## src/rtl/bnn_pkg.sv

```systemverilog
// Shared BNN types and constants: class count, score/index widths and argmax FSM states.
package bnn_pkg;

    localparam int unsigned N_CLASSES = 10;
    localparam int unsigned SCORE_W   = 5;
    localparam int unsigned IDX_W     = 4;

    typedef logic signed [SCORE_W-1:0] score_t;
    typedef logic [IDX_W-1:0]          class_idx_t;
    typedef score_t [N_CLASSES-1:0]    score_vec_t;

    typedef enum logic [1:0] {
        IDLE,
        SCAN,
        DONE
    } argmax_state_e;

    localparam class_idx_t LAST_IDX = class_idx_t'(N_CLASSES - 1);

endpackage

```

## src/rtl/bnn_argmax_seq.sv

```systemverilog
// Sequential argmax over the BNN class scores: one signed compare per clock,
// lowest index wins on equal scores, result offered on a valid/ready output.
module bnn_argmax_seq
    import bnn_pkg::*;
(
    input  logic       clk_i,
    input  logic       rst_i,
    input  logic       scores_valid_i,
    output logic       scores_ready_o,
    input  score_vec_t scores_i,
    output logic       result_valid_o,
    input  logic       result_ready_i,
    output class_idx_t class_o,
    output score_t     score_o,
    output logic       tie_o,
    output logic       busy_o
);

    argmax_state_e r_state;
    argmax_state_e w_next;

    score_vec_t r_scores;
    class_idx_t r_cnt;
    score_t     r_best;
    class_idx_t r_best_idx;
    logic       r_tie;

    score_t     w_cur;
    logic       w_last;

    assign w_cur  = r_scores[r_cnt];
    assign w_last = (r_cnt == LAST_IDX);

    always_ff @(posedge clk_i or posedge rst_i) begin
        if (rst_i) begin
            r_state <= IDLE;
        end else begin
            r_state <= w_next;
        end
    end

    always_comb begin
        w_next         = r_state;
        scores_ready_o = 1'b0;
        result_valid_o = 1'b0;
        busy_o         = 1'b0;
        case (r_state)
            IDLE: begin
                scores_ready_o = 1'b1;
                if (scores_valid_i) begin
                    w_next = SCAN;
                end
            end
            SCAN: begin
                busy_o = 1'b1;
                if (w_last) begin
                    w_next = DONE;
                end
            end
            DONE: begin
                busy_o         = 1'b1;
                result_valid_o = 1'b1;
                if (result_ready_i) begin
                    w_next = IDLE;
                end
            end
            default: w_next = IDLE;
        endcase
    end

    always_ff @(posedge clk_i or posedge rst_i) begin
        if (rst_i) begin
            r_scores   <= '0;
            r_cnt      <= '0;
            r_best     <= '0;
            r_best_idx <= '0;
            r_tie      <= 1'b0;
        end else begin
            case (r_state)
                IDLE: begin
                    if (scores_valid_i) begin
                        r_scores <= scores_i;
                        r_cnt    <= '0;
                    end
                end
                SCAN: begin
                    // Equal scores only raise the tie flag, so the earliest index is kept.
                    if (r_cnt == '0) begin
                        r_best     <= w_cur;
                        r_best_idx <= '0;
                        r_tie      <= 1'b0;
                    end else if (w_cur > r_best) begin
                        r_best     <= w_cur;
                        r_best_idx <= r_cnt;
                        r_tie      <= 1'b0;
                    end else if (w_cur == r_best) begin
                        r_tie <= 1'b1;
                    end
                    if (!w_last) begin
                        r_cnt <= r_cnt + 1'b1;
                    end
                end
                default: ;
            endcase
        end
    end

    assign class_o = r_best_idx;
    assign score_o = r_best;
    assign tie_o   = r_tie;

endmodule
```

## config.mk

```make
export PLATFORM = sky130hd
export DESIGN_NAME = bnn_argmax_seq
export DESIGN_NICKNAME = d
export VERILOG_FILES = /design/src/rtl/bnn_pkg.sv /design/src/rtl/bnn_argmax_seq.sv
export SDC_FILE = /design/constraint.sdc
export NUM_CORES = 1
export LEC_CHECK = 0
export BUFFER_PORTS_ARGS = -buffer_cell sky130_fd_sc_hd__buf_4
export CAP_MARGIN = 20
export CORE_MARGIN = 1
export CORE_UTILIZATION = 40
export DETAILED_ROUTE_END_ITERATION = 10
export GPL_TIMING_DRIVEN = 0
export PLACE_DENSITY = 0.67
export REMOVE_ABC_BUFFERS = 1
export SETUP_SLACK_MARGIN = 0.4
export SYNTH_ARGS = -nofsm -noshare
export SYNTH_HDL_FRONTEND = slang
export SYNTH_SLANG_ARGS = --single-unit
```

## constraint.sdc

```tcl
create_clock -name clk_i -period 3.4 [get_ports clk_i]
set_input_delay 0 -clock clk_i [delete_from_list [all_inputs] [get_ports clk_i]]
set_output_delay 0 -clock clk_i [all_outputs]
set_load 0.05 [all_outputs]
```

==> summary.txt <==
Timing
  – Achievable Freq: around 350 MHz
  – Fin Clk Skew: 0.00970 ns
  – Setup-failing EPs final: 0
  – Least-Margin Pin Slew: 0.809 ns
  – Final Hold Violating Endpoints: 0
  – Slew HR: 46.1%
  – RSZ-0062 raised after global routing: false
  – Fin crit period: between 2 and 3 ns
  – Final hold slack: 0.0755 ns
  – Final period util: 84.3%
  – Max Slew Vio Count: 0

Global route
  – Most used routing layer: met2
  – GRT met1 Usage: 22.4%
  – Met2 Resource Use GR: between 30% and 40%
  – Vias in the first global route: around 2,300
  – GRT overflow: 0
  – Largest net degree at the start of global routing: 67
  – Met3 usage: 4.88%
  – First-pass GRT wire length: 11,500 um
  – Global Route Usage Sum: 18.3%
  – Initial antenna violation count: 0

Setup path
  – CP Launch Type: register
  – Largest stage delay on the critical path: about 0.52 ns
  – Worst Path Required: 3.63 ns
  – Worst Path Arrival: between 3 and 4 ns
  – Worst Path Class, Setup: reg2reg
  – Worst-path cell chain: buf_12 -> mux4_2 -> a22oi_2 -> o21ai_2 -> ha_1 -> nand4b_1 -> a311oi_4 -> buf_6 -> mux2_2
  – Critical path's slowest cell: mux4_2
  – Crit. End Element: register
  – Crit-path max FO: 9

Synthesis
  – Count leader, synth: dfrtp_1
  – Syn_area_per_cell: 14.3 um^2
  – Post-Synth Adder-Cell Area: 4.37%
  – Main combinational cell family by area after synthesis: multiplexers
  – XOR/XNOR share of the synthesized area: 0.556%
  – Yosys Warn Count: 0
  – Mux contribution to synthesized area: 30.1%
  – Cell area after synthesis: around 3200 um^2
  – Synth area leaders: dfrtp_1 52%, mux2_2 21%, mux4_2 7.1%, ha_1 4.4%, mux2i_1 1.9%
  – Synth unique cells: 32
  – Post-Synth Simple-Gate Area: roughly 3.8%
  – Ys async rst share: 100%
  – Complex-gate fraction of the synthesized area: 6.08%
  – Top FF cell, synth: dfrtp_1
  – Seq/Total Area, Yosys: 52.4%
  – Post-Syn Instances: 221
  – Post-synth top cells: 66 x dfrtp_1, 59 x mux2_2, 12 x inv_1
  – EDFF count, synth: 0
  – Top cell type's share of synthesized area: 52.4%
  – Synth area leader: dfrtp_1
  – Post-synthesis register bit count: 66

Pwr
  – P_int: between 0.002 and 0.003 W
  – Reg power frac: 32.6%
  – Worst IR Drop VDD: 0.455 mV
  – Power Density: 921 nW/um^2
  – Net switching power of the design: 0.00155 W
  – Leakage power: between 2 and 2.5 nW
  – Sw Share: approximately 37%
  – Clock share of power: 15.3%
  – Logic pwr share: 52.1%

Hold path
  – Hold Crit Class: in2reg

Die
  – Initial Util: 42.3%
  – I/O pin total: 67
  – Die Ht: just over 90 um
  – Core Area: 7450 um^2
  – Die area: about 8200 um^2
  – Row cnt: 31
  – Horiz. Die Dim: 90.8 um

Routing
  – Routed WL per cell: 14.8 um
  – Post-DRT Antenna Nets: 0
  – Via Count: 2,241
  – Final WL: a little under 7000 um
  – Drt initial violations: 89
  – Drt first pass iters: 4
  – DR DRC count: 0
  – Vias per Instance: 4.90

CTS
  – CTS tree: done
  – Skew-Pair Late Insertion Delay: 0.34 ns
  – Clock transition at path regs: 0.07 ns
  – Cts bufs inserted: 9
  – Root Driver: clkbuf_8
  – CTS Sinks: 66
  – Clock tree buffer depth: 2
  – H-tree depth: 3

Run status
  – Run status: completed

Layout
  – Seq. cell area: approximately 1700 um^2
  – Fraction of layout cells with a size suffix above 1: 49.4%
  – Area grow syn2layout: 46.3%
  – Layout fillers: approximately 600
  – Area of the multi-input gates: 1440 um^2
  – Diode count: 0
  – Final core occ: 61.9%
  – Nets@finish: approximately 420

Placement
  – HPWL after detailed placement: 4320 um
  – # port buffers: 66
  – Routability cong.: 0.764

Flow run
  – Max cap viols: 0
[kinds of logic after synthesis]
logic type / Yosys count
AOI/OAI and AO/OA: 25
xor gates and xnor gates: 2
buffers and inverters: 21
DFF: 66
and+or+nand+nor: 21
muxes: 75
adders and majority gates: 11
[placed cells by master, fill, tap and decap left out, drive strengths merged, types with 2 or more instances in the layout]
cell type	count
buf	79
dfrtp	66
mux2	59
dlygate4sd3	51
inv	12
ha	11
clkbuf	11
mux4	10
nor2	7
o21ai	7
mux2i	6
a22oi	6
nand4	4
clkinv	4
a21oi	3
a21o	2
nand3b	2
and2	2
xor2	2
nand2	2
[what timing repair did]
item | 4_1_cts | 5_1_grt
hold buffers | 51 | 0
hold endpoints to repair | 116 | 0
endpoints found under the setup margin | 10 | 10
gates resized for setup | 4 | 13
buffers inserted | 4 | 7
pin swaps | 1 | 7
[path summary, 6_finish.rpt]
kind                                     start  slack [ns]  cells past startpoint            to
worst min-delay path            result_ready_i        0.08                      3    r_state[1]
min in group asynchronous                rst_i        0.37                      3  r_scores[26]
worst max register to register        r_cnt[0]        0.53                      9    score_o[2]
worst max-delay path                  r_cnt[0]        0.53                      9    score_o[2]
max in group asynchronous                rst_i        2.40                      3      r_cnt[0]
worst min register to register    r_scores[49]        0.50                      1  r_scores[49]
[area by class of cell]
| type | count | share of cell area (%) |
|---|---|---|
| inverter | 12 | 1.03 |
| tap | 99 | 2.69 |
| clock buffer | 11 | 3.07 |
| timing repair buffer | 130 | 24.7 |
| clock inverter | 5 | 1.17 |
| multi-input combinational | 134 | 31.3 |
| sequential | 66 | 36.0 |
[stage by stage]
step	setup TNS (ns)	worst slack, ns	cell area, um^2	std cells	power [W]
2_1_floorplan	0	0.156	3110	212	0.00290
3_3_place_gp	-3.98	-0.437	3730	377	0.00332
3_5_place_dp	-1.77	-0.217	3770	379	0.00339
4_1_cts	0	0.429	4520	450	0.00417
5_1_grt	0	0.397	4610	457	0.00455
6_report	0	0.533	4610	457	0.00425
[critical path: cells and delay by family, from the launching register on]
| kind | cells | cell delay, ns |
|---|---|---|
| mux | 2 | 0.85 |
| simple gates | 1 | 0.17 |
| compound gates | 3 | 0.65 |
| flops | 1 | 0.44 |
| fa+ha+maj | 1 | 0.32 |
| buf+inv | 2 | 0.33 |
[sequential cells by signal, indices dropped and copies added, names as in the netlist]
register and cells:
r_scores 50, score_o 5, class_o 4, r_cnt 4
r_state 2, tie_o 1
[power groups by stage]
| stage | Sequential [W] | Clock [W] | Combinational, W |
|---|---|---|---|
| 5_1_grt | 0.00144 | 0.000700 | 0.00241 |
| 6_report | 0.00138 | 0.000649 | 0.00221 |
| 4_1_cts | 0.00139 | 0.000666 | 0.00212 |
| 3_3_place_gp | 0.00143 | 0 | 0.00189 |
| 3_5_place_dp | 0.00143 | 0 | 0.00196 |
| 2_1_floorplan | 0.00151 | 0 | 0.00139 |
[per-layer routing]
metal	up-vias	share of wire, %
met1	1096	43
met3	11	4.6
met5	-	0
met4	0	1.4
li1	1078	-
met2	56	51
Note: power is estimated with default switching activity, not from simulation.
